===== src/rtl/pong_pkg.sv =====
// Shared constants for the Pong ball engine: FSM encoding, direction codes
// and default playfield geometry.
package pong_pkg;

    typedef logic [1:0] state_t;

    localparam state_t ST_HOLD       = 2'd0;
    localparam state_t ST_SERVE_WAIT = 2'd1;
    localparam state_t ST_PLAY       = 2'd2;
    localparam state_t ST_OUT        = 2'd3;

    localparam logic DIR_POS = 1'b0;
    localparam logic DIR_NEG = 1'b1;

    localparam int PF_X_MIN   = 0;
    localparam int PF_X_MAX   = 639;
    localparam int PF_Y_MIN   = 0;
    localparam int PF_Y_MAX   = 479;
    localparam int PF_START_X = 320;
    localparam int PF_START_Y = 240;

    // Bits needed to hold the values 0..max_val (never less than one).
    function automatic int cnt_width(input int max_val);
        return (max_val < 2) ? 1 : $clog2(max_val + 1);
    endfunction

endpackage


===== src/rtl/ball_engine_if.sv =====
// Bundle between the collision/control side and the ball engine; the engine
// uses the slave view, the driver (game logic or bench) the master view.
interface ball_engine_if #(
    parameter int X_W   = 10,
    parameter int Y_W   = 9,
    parameter int SPD_W = 3
);
    logic             tick;
    logic             col_x1;
    logic             col_x2;
    logic             col_y1;
    logic             col_y2;
    logic             paddle_hit;
    logic             serve;
    logic             serve_dir;
    logic [X_W-1:0]   ballX;
    logic [Y_W-1:0]   ballY;
    logic             dir_x;
    logic             dir_y;
    logic [SPD_W-1:0] speed;
    logic             score_left;
    logic             score_right;
    logic             in_play;

    modport master (
        output tick, col_x1, col_x2, col_y1, col_y2, paddle_hit, serve, serve_dir,
        input  ballX, ballY, dir_x, dir_y, speed, score_left, score_right, in_play
    );

    modport slave (
        input  tick, col_x1, col_x2, col_y1, col_y2, paddle_hit, serve, serve_dir,
        output ballX, ballY, dir_x, dir_y, speed, score_left, score_right, in_play
    );
endinterface


===== src/rtl/ball_axis.sv =====
// One axis of ball motion: position, direction, collision bounce, clamping
// to [MIN, MAX] and the out-of-range flags for the pending move.
module ball_axis
    import pong_pkg::*;
#(
    parameter int   W           = 10,
    parameter int   SPD_W       = 3,
    parameter int   MIN         = 0,
    parameter int   MAX         = 639,
    parameter int   START       = 320,
    parameter logic EDGE_BOUNCE = 1'b0
) (
    input  logic             clk,
    input  logic             rst,
    input  logic             i_move,
    input  logic             i_recentre,
    input  logic             i_load_dir,
    input  logic             i_dir_val,
    input  logic             i_col_lo,
    input  logic             i_col_hi,
    input  logic [SPD_W-1:0] i_step,
    output logic [W-1:0]     o_pos,
    output logic             o_dir,
    output logic             o_under,
    output logic             o_over
);

    localparam logic signed [W+1:0] MIN_S   = (W+2)'(MIN);
    localparam logic signed [W+1:0] MAX_S   = (W+2)'(MAX);
    localparam logic        [W-1:0] MIN_U   = W'(MIN);
    localparam logic        [W-1:0] MAX_U   = W'(MAX);
    localparam logic        [W-1:0] START_U = W'(START);

    logic [W-1:0]          r_pos;
    logic                  r_dir;
    logic                  w_hold;
    logic                  w_dir_next;
    logic                  w_dir_move;
    logic signed [W+1:0]   w_pos_s;
    logic signed [W+1:0]   w_step_s;
    logic signed [W+1:0]   w_sum;
    logic [W-1:0]          w_pos_next;

    // Hits on both sides pin the ball on this axis; otherwise the struck side
    // reflects it, and the new direction applies to this very step.
    always_comb begin
        w_hold     = i_col_lo & i_col_hi;
        w_dir_next = r_dir;
        if (!w_hold && i_col_hi)
            w_dir_next = DIR_NEG;
        else if (!w_hold && i_col_lo)
            w_dir_next = DIR_POS;

        w_pos_s  = signed'({2'b00, r_pos});
        w_step_s = signed'({{(W+2-SPD_W){1'b0}}, i_step});
        if (w_hold)
            w_sum = w_pos_s;
        else if (w_dir_next == DIR_NEG)
            w_sum = w_pos_s - w_step_s;
        else
            w_sum = w_pos_s + w_step_s;

        o_under = (w_sum < MIN_S);
        o_over  = (w_sum > MAX_S);

        w_pos_next = w_sum[W-1:0];
        if (o_under)
            w_pos_next = MIN_U;
        else if (o_over)
            w_pos_next = MAX_U;

        w_dir_move = w_dir_next;
        if (EDGE_BOUNCE && o_under)
            w_dir_move = DIR_POS;
        else if (EDGE_BOUNCE && o_over)
            w_dir_move = DIR_NEG;
    end

    always_ff @(posedge clk or negedge rst) begin
        if (!rst) begin
            r_pos <= START_U;
            r_dir <= DIR_POS;
        end else if (i_move) begin
            r_pos <= w_pos_next;
            r_dir <= w_dir_move;
        end else begin
            if (i_recentre)
                r_pos <= START_U;
            if (i_load_dir)
                r_dir <= i_dir_val;
        end
    end

    assign o_pos = r_pos;
    assign o_dir = r_dir;

endmodule


===== src/rtl/ball_engine.sv =====
// Pong ball engine: serve/play/score FSM, speed ramp on paddle hits, and two
// ball_axis instances doing the per-axis motion on each frame tick.
module ball_engine
    import pong_pkg::*;
#(
    parameter int X_W            = 10,
    parameter int Y_W            = 9,
    parameter int X_MIN          = PF_X_MIN,
    parameter int X_MAX          = PF_X_MAX,
    parameter int Y_MIN          = PF_Y_MIN,
    parameter int Y_MAX          = PF_Y_MAX,
    parameter int START_X        = PF_START_X,
    parameter int START_Y        = PF_START_Y,
    parameter int SPD_W          = 3,
    parameter int MAX_SPEED      = 6,
    parameter int HITS_PER_LEVEL = 4,
    parameter int SERVE_DELAY    = 60
) (
    input  logic clk,
    input  logic rst,
    ball_engine_if.slave bus
);

    localparam int HIT_W = cnt_width(HITS_PER_LEVEL);
    localparam int SRV_W = cnt_width(SERVE_DELAY);

    state_t           r_state;
    logic [SPD_W-1:0] r_speed;
    logic [HIT_W-1:0] r_hit_cnt;
    logic [SRV_W-1:0] r_serve_cnt;
    logic             r_score_left;
    logic             r_score_right;

    logic w_move, w_recentre, w_serve_acc, w_paddle_count;
    logic w_x_under, w_x_over, w_y_under, w_y_over;

    assign w_move         = bus.tick && (r_state == ST_PLAY);
    assign w_recentre     = (r_state == ST_HOLD) || (bus.tick && (r_state == ST_OUT));
    assign w_serve_acc    = (r_state == ST_HOLD) && bus.serve;
    assign w_paddle_count = w_move && bus.paddle_hit && (bus.col_x1 || bus.col_x2);

    ball_axis #(
        .W(X_W), .SPD_W(SPD_W), .MIN(X_MIN), .MAX(X_MAX), .START(START_X), .EDGE_BOUNCE(1'b0)
    ) u_axis_x (
        .clk(clk), .rst(rst), .i_move(w_move), .i_recentre(w_recentre),
        .i_load_dir(w_serve_acc), .i_dir_val(bus.serve_dir),
        .i_col_lo(bus.col_x1), .i_col_hi(bus.col_x2), .i_step(r_speed),
        .o_pos(bus.ballX), .o_dir(bus.dir_x), .o_under(w_x_under), .o_over(w_x_over)
    );

    ball_axis #(
        .W(Y_W), .SPD_W(SPD_W), .MIN(Y_MIN), .MAX(Y_MAX), .START(START_Y), .EDGE_BOUNCE(1'b1)
    ) u_axis_y (
        .clk(clk), .rst(rst), .i_move(w_move), .i_recentre(w_recentre),
        .i_load_dir(w_serve_acc), .i_dir_val(DIR_POS),
        .i_col_lo(bus.col_y1), .i_col_hi(bus.col_y2), .i_step(r_speed),
        .o_pos(bus.ballY), .o_dir(bus.dir_y), .o_under(w_y_under), .o_over(w_y_over)
    );

    // A single step can never overshoot both bounds of an axis at once.
    always_comb begin
        if (rst && w_move)
            assert (!(w_x_under && w_x_over) && !(w_y_under && w_y_over));
    end

    always_ff @(posedge clk or negedge rst) begin
        if (!rst) begin
            r_state       <= ST_HOLD;
            r_speed       <= SPD_W'(1);
            r_hit_cnt     <= '0;
            r_serve_cnt   <= '0;
            r_score_left  <= 1'b0;
            r_score_right <= 1'b0;
        end else begin
            r_score_left  <= 1'b0;
            r_score_right <= 1'b0;
            case (r_state)
                ST_HOLD: begin
                    if (bus.serve) begin
                        r_state     <= ST_SERVE_WAIT;
                        r_speed     <= SPD_W'(1);
                        r_hit_cnt   <= '0;
                        r_serve_cnt <= SRV_W'(SERVE_DELAY);
                    end
                end
                ST_SERVE_WAIT: begin
                    if (bus.tick) begin
                        if (r_serve_cnt == '0)
                            r_state <= ST_PLAY;
                        else
                            r_serve_cnt <= r_serve_cnt - 1'b1;
                    end
                end
                ST_PLAY: begin
                    if (bus.tick) begin
                        if (w_x_under) begin
                            r_score_right <= 1'b1;
                            r_state       <= ST_OUT;
                        end else if (w_x_over) begin
                            r_score_left <= 1'b1;
                            r_state      <= ST_OUT;
                        end
                    end
                    // Speed ramps one pixel per level of paddle hits, saturating.
                    if (w_paddle_count) begin
                        if (r_hit_cnt == HIT_W'(HITS_PER_LEVEL - 1)) begin
                            r_hit_cnt <= '0;
                            if (r_speed < SPD_W'(MAX_SPEED))
                                r_speed <= r_speed + 1'b1;
                        end else begin
                            r_hit_cnt <= r_hit_cnt + 1'b1;
                        end
                    end
                end
                ST_OUT: begin
                    if (bus.tick)
                        r_state <= ST_HOLD;
                end
                default: r_state <= ST_HOLD;
            endcase
        end
    end

    assign bus.speed       = r_speed;
    assign bus.score_left  = r_score_left;
    assign bus.score_right = r_score_right;
    assign bus.in_play     = (r_state == ST_PLAY);

endmodule


===== src/flat_wrapper.sv =====
// flat-port wrapper written by rule: the top's interface ports become plain ports
module ball_engine_flat import pong_pkg::*;
#(
    parameter int X_W            = 10,
    parameter int Y_W            = 9,
    parameter int X_MIN          = PF_X_MIN,
    parameter int X_MAX          = PF_X_MAX,
    parameter int Y_MIN          = PF_Y_MIN,
    parameter int Y_MAX          = PF_Y_MAX,
    parameter int START_X        = PF_START_X,
    parameter int START_Y        = PF_START_Y,
    parameter int SPD_W          = 3,
    parameter int MAX_SPEED      = 6,
    parameter int HITS_PER_LEVEL = 4,
    parameter int SERVE_DELAY    = 60
)
  (clk, rst, bus_tick, bus_col_x1, bus_col_x2, bus_col_y1, bus_col_y2, bus_paddle_hit, bus_serve, bus_serve_dir, bus_ballX, bus_ballY, bus_dir_x, bus_dir_y, bus_speed, bus_score_left, bus_score_right, bus_in_play);
  ball_engine_if #(.X_W(X_W), .Y_W(Y_W), .SPD_W(SPD_W)) bus_i ();
  input  logic clk;
  input  logic rst;
  input wire logic [$bits(bus_i.tick)-1:0] bus_tick;
  input wire logic [$bits(bus_i.col_x1)-1:0] bus_col_x1;
  input wire logic [$bits(bus_i.col_x2)-1:0] bus_col_x2;
  input wire logic [$bits(bus_i.col_y1)-1:0] bus_col_y1;
  input wire logic [$bits(bus_i.col_y2)-1:0] bus_col_y2;
  input wire logic [$bits(bus_i.paddle_hit)-1:0] bus_paddle_hit;
  input wire logic [$bits(bus_i.serve)-1:0] bus_serve;
  input wire logic [$bits(bus_i.serve_dir)-1:0] bus_serve_dir;
  output wire logic [$bits(bus_i.ballX)-1:0] bus_ballX;
  output wire logic [$bits(bus_i.ballY)-1:0] bus_ballY;
  output wire logic [$bits(bus_i.dir_x)-1:0] bus_dir_x;
  output wire logic [$bits(bus_i.dir_y)-1:0] bus_dir_y;
  output wire logic [$bits(bus_i.speed)-1:0] bus_speed;
  output wire logic [$bits(bus_i.score_left)-1:0] bus_score_left;
  output wire logic [$bits(bus_i.score_right)-1:0] bus_score_right;
  output wire logic [$bits(bus_i.in_play)-1:0] bus_in_play;
  assign bus_i.tick = bus_tick;
  assign bus_i.col_x1 = bus_col_x1;
  assign bus_i.col_x2 = bus_col_x2;
  assign bus_i.col_y1 = bus_col_y1;
  assign bus_i.col_y2 = bus_col_y2;
  assign bus_i.paddle_hit = bus_paddle_hit;
  assign bus_i.serve = bus_serve;
  assign bus_i.serve_dir = bus_serve_dir;
  assign bus_ballX = bus_i.ballX;
  assign bus_ballY = bus_i.ballY;
  assign bus_dir_x = bus_i.dir_x;
  assign bus_dir_y = bus_i.dir_y;
  assign bus_speed = bus_i.speed;
  assign bus_score_left = bus_i.score_left;
  assign bus_score_right = bus_i.score_right;
  assign bus_in_play = bus_i.in_play;
  ball_engine #(.X_W(X_W), .Y_W(Y_W), .X_MIN(X_MIN), .X_MAX(X_MAX), .Y_MIN(Y_MIN), .Y_MAX(Y_MAX), .START_X(START_X), .START_Y(START_Y), .SPD_W(SPD_W), .MAX_SPEED(MAX_SPEED), .HITS_PER_LEVEL(HITS_PER_LEVEL), .SERVE_DELAY(SERVE_DELAY)) u_core (.clk(clk), .rst(rst), .bus(bus_i));
endmodule

===== config.mk =====
export PLATFORM = sky130hd
export DESIGN_NAME = ball_engine_flat
export DESIGN_NICKNAME = d
export VERILOG_FILES = /design/src/rtl/pong_pkg.sv /design/src/rtl/ball_engine_if.sv /design/src/rtl/ball_axis.sv /design/src/rtl/ball_engine.sv /design/src/flat_wrapper.sv
export SDC_FILE = /design/constraint.sdc
export NUM_CORES = 1
export LEC_CHECK = 0
export ABC_AREA = 0
export BUFFER_PORTS_ARGS = -buffer_cell sky130_fd_sc_hd__buf_2
export CORE_ASPECT_RATIO = 0.6
export CORE_MARGIN = 2
export CORE_UTILIZATION = 25
export CTS_CLUSTER_SIZE = 30
export DETAILED_ROUTE_END_ITERATION = 12
export PLACE_DENSITY = 0.49
export SETUP_SLACK_MARGIN = 0.05
export SLEW_MARGIN = 20
export SYNTH_ARGS = -nofsm -noshare
export SYNTH_HDL_FRONTEND = slang
export SYNTH_HIERARCHICAL = 1
export SYNTH_SLANG_ARGS = --single-unit

===== constraint.sdc =====
create_clock -name clk -period 3.8 [get_ports clk]
set_input_delay 0.76 -clock clk [delete_from_list [all_inputs] [get_ports clk]]
set_output_delay 0.76 -clock clk [all_outputs]
set_load 0.01 [all_outputs]

==> metrics, run 1 <==
# DRC 0; n_diodes 0; most common cell in the synthesized netlist inv_1; H-tree Lvls 2; met1 usage 21.8%; drt first pass iters 5; die width 151 µm; ys async rst share 100%; first-pass GRT wire length 15,100 µm; die height 92.2 µm; RSZ-0062 raised after global routing no; total congestion overflow 0; top cells by area, synth dfrtp_1, ha_1, dfstp_2; crit path launch u_core/bus.speed[0]; core area 12,800 µm²; routability congestion estimate 0.867; final WL 8930 µm; dominant cell type by area after synthesis dfrtp_1; Final Hold Viols 0; Clock Tree Buf Depth 2; Final setup viols 0; Synth Instances 381; Worst Hold Class reg -> reg; fraction of layout cells with a size suffix above 1 21.1%; root buffer cell clkbuf_16; fin nets 455; CP Launch Type register; Worst-path clk slew 0.06 ns; Pins Over Slew Limit 0; hold path cells 1; Post-synth EDFFs 0; arrival time worst endpoint 3.64 ns; met3 Use GR 1.84%; Worst Skew 0.00855 ns; CP endpoint kind register; gr busiest metal met1; Vias/cell 5.06; Distinct cells, synth 76; Cell Chain, Critical Path ha_1 -> inv_1 -> fa_1 -> a21o_1 -> or4b_1 -> o221a_1 -> a311oi_2 -> o221ai_2 -> nor2_1 -> nor2_1 -> a21oi_1 -> o221ai_2 -> mux2_4; final period utilization 91.8%; crit path kind reg -> reg; GRT Overall Usage 13.5%; min cycle time layout 3.49 ns; std cell rows 32; clock sink count 37; initial DRC count 242; Vias 2,991; I/O Pins 37; Post-Syn Nets 416; Max rail drop VDD 0.000215 V; most instantiated cells after synthesis inv_1, dfrtp_1, nor2_1; die area 13,900 µm²; post-DP HPWL 6800 µm; mean routed wirelength per cell 15.1 µm; Slew headroom 40.6%; Synth top area share 23.1%; worst r2r src u_core/bus.speed[0]; max-cap violation count 0; part of the Yosys area used for sequential elements 28.8%; met2 usage 19.0%; CTS tree done; Initial Util 25.4%; #FFs+latches synth 37; slowest stage delay, CP 0.56 ns; # port buffers 36; initial antenna violation count 0; outcome complete, no violations; min-delay src u_core/r_hit_cnt[2]; LEAKAGE 1.67 nW; CP required 3.96 ns; pin count of the biggest net entering global routing 38; crit-path max FO 4; R2R cell count 13; Syn Area/Cell 8.52 µm²; Synth Warn # 6; Worst Tran Pin Value 0.891 ns; final core occ 29.9%; Power Density 702 nW/µm²; most common flop cell mapped by yosys dfrtp_1; vias in the first global route 2,839; Layout area overhead 17.8%; Cell Area, Placed 3630 µm²; CP max stage cell dfstp_2; Final Instance Area 3820 µm²; TNS Setup 0 ns; Mapped Area 3240 µm²; antenna-violating nets left 0; cts bufs inserted 5; Skew-Pair Late Insertion Delay 0.28 ns; fmax 287 MHz
==> where the power goes <==
part	total [mW]	leakage (nW)	internal (mW)	switching [mW]
Combinational	1.49	1.13	0.624	0.864
Sequential	0.700	0.461	0.526	0.174
Clock	0.496	0.0831	0.328	0.168
==> stage by stage <==
step           power, mW  cells  hold WS, ns  setup slack (ns)
6_report            2.68    591        0.476             0.313
5_1_grt             2.92    591        0.505            0.0537
4_1_cts             2.68    589        0.482             0.198
3_5_place_dp        2.16    581        0.466             0.248
3_3_place_gp        2.15    581        0.466             0.301
2_1_floorplan       1.75    381        0.444             0.246
==> flip-flops by register name (all words and copies together), names as in the netlist <==
register                flops
u_core/r_state              2
u_core/r_hit_cnt            3
u_core/r_serve_cnt          6
u_core/u_axis_x/o_dir       1
u_core/u_axis_x/o_pos      10
u_core/u_axis_y/o_dir       1
u_core/bus.speed            3
u_core/u_axis_y/o_pos       9
u_core/bus.score_right      1
u_core/bus.score_left       1
==> critical path: cells and delay by family (launching register included) <==
kind,cells,cell delay (ns)
AOI/OAI and AO/OA,6,1.20
and+or+nand+nor,3,0.69
DFF,1,0.56
adders and majority gates,2,0.54
muxes,1,0.31
buffers and inverters,1,0.05
==> cell usage in the layout, fill, tap and decap left out, types with 3 or more instances in the layout <==
cell type,n
o21ai_0,28
nand4_1,6
fa_1,4
xnor2_1,4
inv_1,33
o211ai_1,9
dfstp_2,7
nand2_1,25
a21o_1,10
nor4_1,6
o21bai_1,3
a21oi_1,20
ha_1,21
buf_4,11
a31oi_1,3
nor2b_1,4
and2_1,5
o21a_1,5
mux2i_1,9
clkbuf_16,5
nand3_1,7
or2_2,6
or4_1,3
buf_2,36
o22ai_1,5
nand2b_1,5
nor3_1,9
or3_1,5
nor2_1,30
and3_1,3
dfrtp_1,30
==> cell type report <==
type | count | area (µm²)
multi-input combinational | 296 | 2110
clock buffer | 6 | 139
inverter | 33 | 124
clock inverter | 2 | 37.5
tap | 170 | 213
sequential | 37 | 935
fill | 1359 | 8950
timing repair buffer | 47 | 263
==> timing repair <==
item | 4_1_cts | 5_1_grt
gates resized for setup | 0 | 0
hold buffers | 0 | 0
buffers inserted | 0 | 2
setup endpoints to repair | 0 | 1
==> path summary, 6_finish.rpt <==
check                                      endpoint  slack (ns)
max in group asynchronous       u_core/r_hit_cnt[2]        2.64
max                               u_core/r_state[1]        0.31
min in group asynchronous  u_core/u_axis_x/o_pos[1]        0.60
min                             u_core/r_hit_cnt[2]        0.48
min reg2reg                     u_core/r_hit_cnt[2]        0.48
max reg2reg                       u_core/r_state[1]        0.31
==> cell families after synthesis <==
kind of cell	Yosys count	share of synthesized area [%]
other cells	1	0.116
simple gates	130	22.1
mux	12	3.93
buf+inv	48	6.09
compound gates	122	26.8
flops	37	28.8
fa+ha+maj	25	10.6
xor+xnor	6	1.62
==> layer usage <==
layer	share of wire, %	wire [µm]
met2	39	3490
met5	0	0
met3	4.8	433
met4	0.40	36
met1	56	4970
Power figures use the tool's default switching activity.
==> inputs of run 2 (changes only) <==
--- a/config.mk
+++ b/config.mk
@@ -9,10 +9,10 @@
 export BUFFER_PORTS_ARGS = -buffer_cell sky130_fd_sc_hd__buf_2
 export CORE_ASPECT_RATIO = 0.6
 export CORE_MARGIN = 2
-export CORE_UTILIZATION = 25
+export CORE_UTILIZATION = 50
 export CTS_CLUSTER_SIZE = 30
 export DETAILED_ROUTE_END_ITERATION = 12
-export PLACE_DENSITY = 0.49
+export PLACE_DENSITY = 0.78
 export SETUP_SLACK_MARGIN = 0.05
 export SLEW_MARGIN = 20
 export SYNTH_ARGS = -nofsm -noshare
==> run 2 against run 1 <==
  * Cell count decreased by 15%
  * Via count is 4.6% higher
  * Highest routed layer unchanged
  * Clock skew is 0.0016 ns lower
  * Critical path type unchanged
==> metrics, run 2 (same netlist as run 1, synthesis figures left out) <==
outcome complete, no violations; Switching Share 47.6%; final period utilization 92.6%; n_diodes 0; Net Sw Power 1.20 mW; final std cells w/o fill 503; max-cap violation count 0; Power Density 693 nW/µm²; drt first pass iters 6; Final setup viols 0; min cycle time layout 3.52 ns; H-tree Lvls 2; Initial Util 52.4%; root buffer cell clkbuf_8; vias in the first global route 2,844; Hold WS 0.491 ns; arrival time worst endpoint 3.70 ns; crit path launch u_core/bus.speed[0]; initial antenna violation count 0; fin nets 453; clock network fraction of total power 12.4%; fraction of layout cells with a size suffix above 1 21.0%; Power, Total 2.51 mW; final core occ 58.6%; Worst Skew 0.00691 ns; GRT Overall Usage 25.3%; Worst Tran Pin Value 0.855 ns; I/O Pins 37; CP Launch Type register; worst r2r src u_core/bus.speed[0]; post-DP HPWL 6320 µm; Slew headroom 43.0%; # port buffers 36; Cell Area, Placed 3510 µm²; Cell Chain, Critical Path ha_1 -> inv_1 -> fa_1 -> a21o_1 -> or4b_4 -> o221a_1 -> a311oi_2 -> o221ai_2 -> nor2_1 -> nor2_1 -> a21oi_1 -> o221ai_2 -> mux2_4; RSZ-0062 raised after global routing no; most common cell after layout, fill and taps aside buf_2; Final Hold Viols 0; CP max stage cell dfstp_2; CP endpoint kind register; die area 7170 µm²; die height 66.4 µm; first-pass GRT wire length 14,200 µm; Vias 3,128; Pins Over Slew Limit 0; Reg power frac 28.0%; total congestion overflow 0; crit path kind reg -> reg; crit-path max FO 6; antenna-violating nets left 0; routability congestion estimate 1.04; dpl cells 493; setup ws final 0.280 ns; slowest stage delay, CP 0.57 ns; CP required 3.98 ns; Vias/cell 6.22; final WL 8530 µm; core area 6190 µm²; most frequent cells in the layout buf_2, inv_1, nor2_1, dfrtp_1, o21ai_0; Layout area overhead 11.8%; die width 108 µm; Clock Tree Buf Depth 2; power share of the combinational group 59.5%; # DRC 0; cell internal pwr 1.32 mW; clock sink count 37; min-delay src u_core/r_hit_cnt[2]; TNS Setup 0 ns; Max rail drop VDD 0.000412 V; pin count of the biggest net entering global routing 38; Final Instance Area 3630 µm²; Worst-path clk slew 0.08 ns; cts bufs inserted 5; pre-CTS WS 0.133 ns; max reg flops 10; Skew-Pair Late Insertion Delay 0.29 ns; Worst Hold Class reg -> reg; std cell rows 22; initial DRC count 329; fmax 284 MHz; CTS tree done; LEAKAGE 1.63 nW; mean routed wirelength per cell 17.0 µm
==> run 2: changes by cell type in the layout (fill, tap and decap cells not counted) <==
cell	change
clkbuf_8	+6
clkinv_2	+1
or4b_4	+1
bufinv_16	-1
clkinvlp_4	-1
clkbuf_16	-5
buf_4	-2
or4b_1	-1
==> run 2: metal layers <==
metal / up-vias / track usage (%) / share of wire [%]
li1: 1477 / - / -
met2: 166 / 34.7 / 40
met3: 17 / 6.01 / 11
met5: - / 0 / 0
met1: 1468 / 39.5 / 49
met4: 0 / 4.97 / 1.0
==> run 2: layout make-up <==
| type | count | area, µm² |
|---|---|---|
| clock inverter | 1 | 5.00 |
| fill | 550 | 2560 |
| inverter | 33 | 124 |
| multi-input combinational | 296 | 2120 |
| sequential | 37 | 935 |
| tap | 84 | 105 |
| clock buffer | 7 | 96.3 |
| timing repair buffer | 45 | 248 |
==> run 2: worst paths after layout <==
kind                                             to  slack [ns]  cells after the start
min in group asynchronous  u_core/u_axis_x/o_pos[1]        0.57                      1
min reg2reg                     u_core/r_hit_cnt[2]        0.49                      1
max reg2reg                       u_core/r_state[1]        0.28                     13
max                               u_core/r_state[1]        0.28                     13
max in group asynchronous     u_core/u_axis_y/o_dir        2.69                      1
min                             u_core/r_hit_cnt[2]        0.49                      1
==> run 2: critical path: cells and delay by family, from the launching register on <==
kind / cells / cell delay (ns)
buffers and inverters: 1 / 0.05
muxes: 1 / 0.31
and+or+nand+nor: 3 / 0.72
adders and majority gates: 2 / 0.55
AOI/OAI and AO/OA: 6 / 1.20
DFF: 1 / 0.57
==> run 2: power by group through the flow <==
stage	Combinational, mW	Sequential (mW)	Clock, mW
floorplan	1.07	0.683	0
global placement	1.39	0.701	0
detailed placement	1.43	0.710	0
CTS	1.45	0.704	0.315
global route	1.66	0.727	0.332
finish	1.50	0.705	0.313
==> run 2: what timing repair did <==
action / CTS / global route
resized for setup: 0 / 1
setup endpoints to repair: 0 / 2
hold buffers: 0 / 0
buffers inserted: 0 / 2
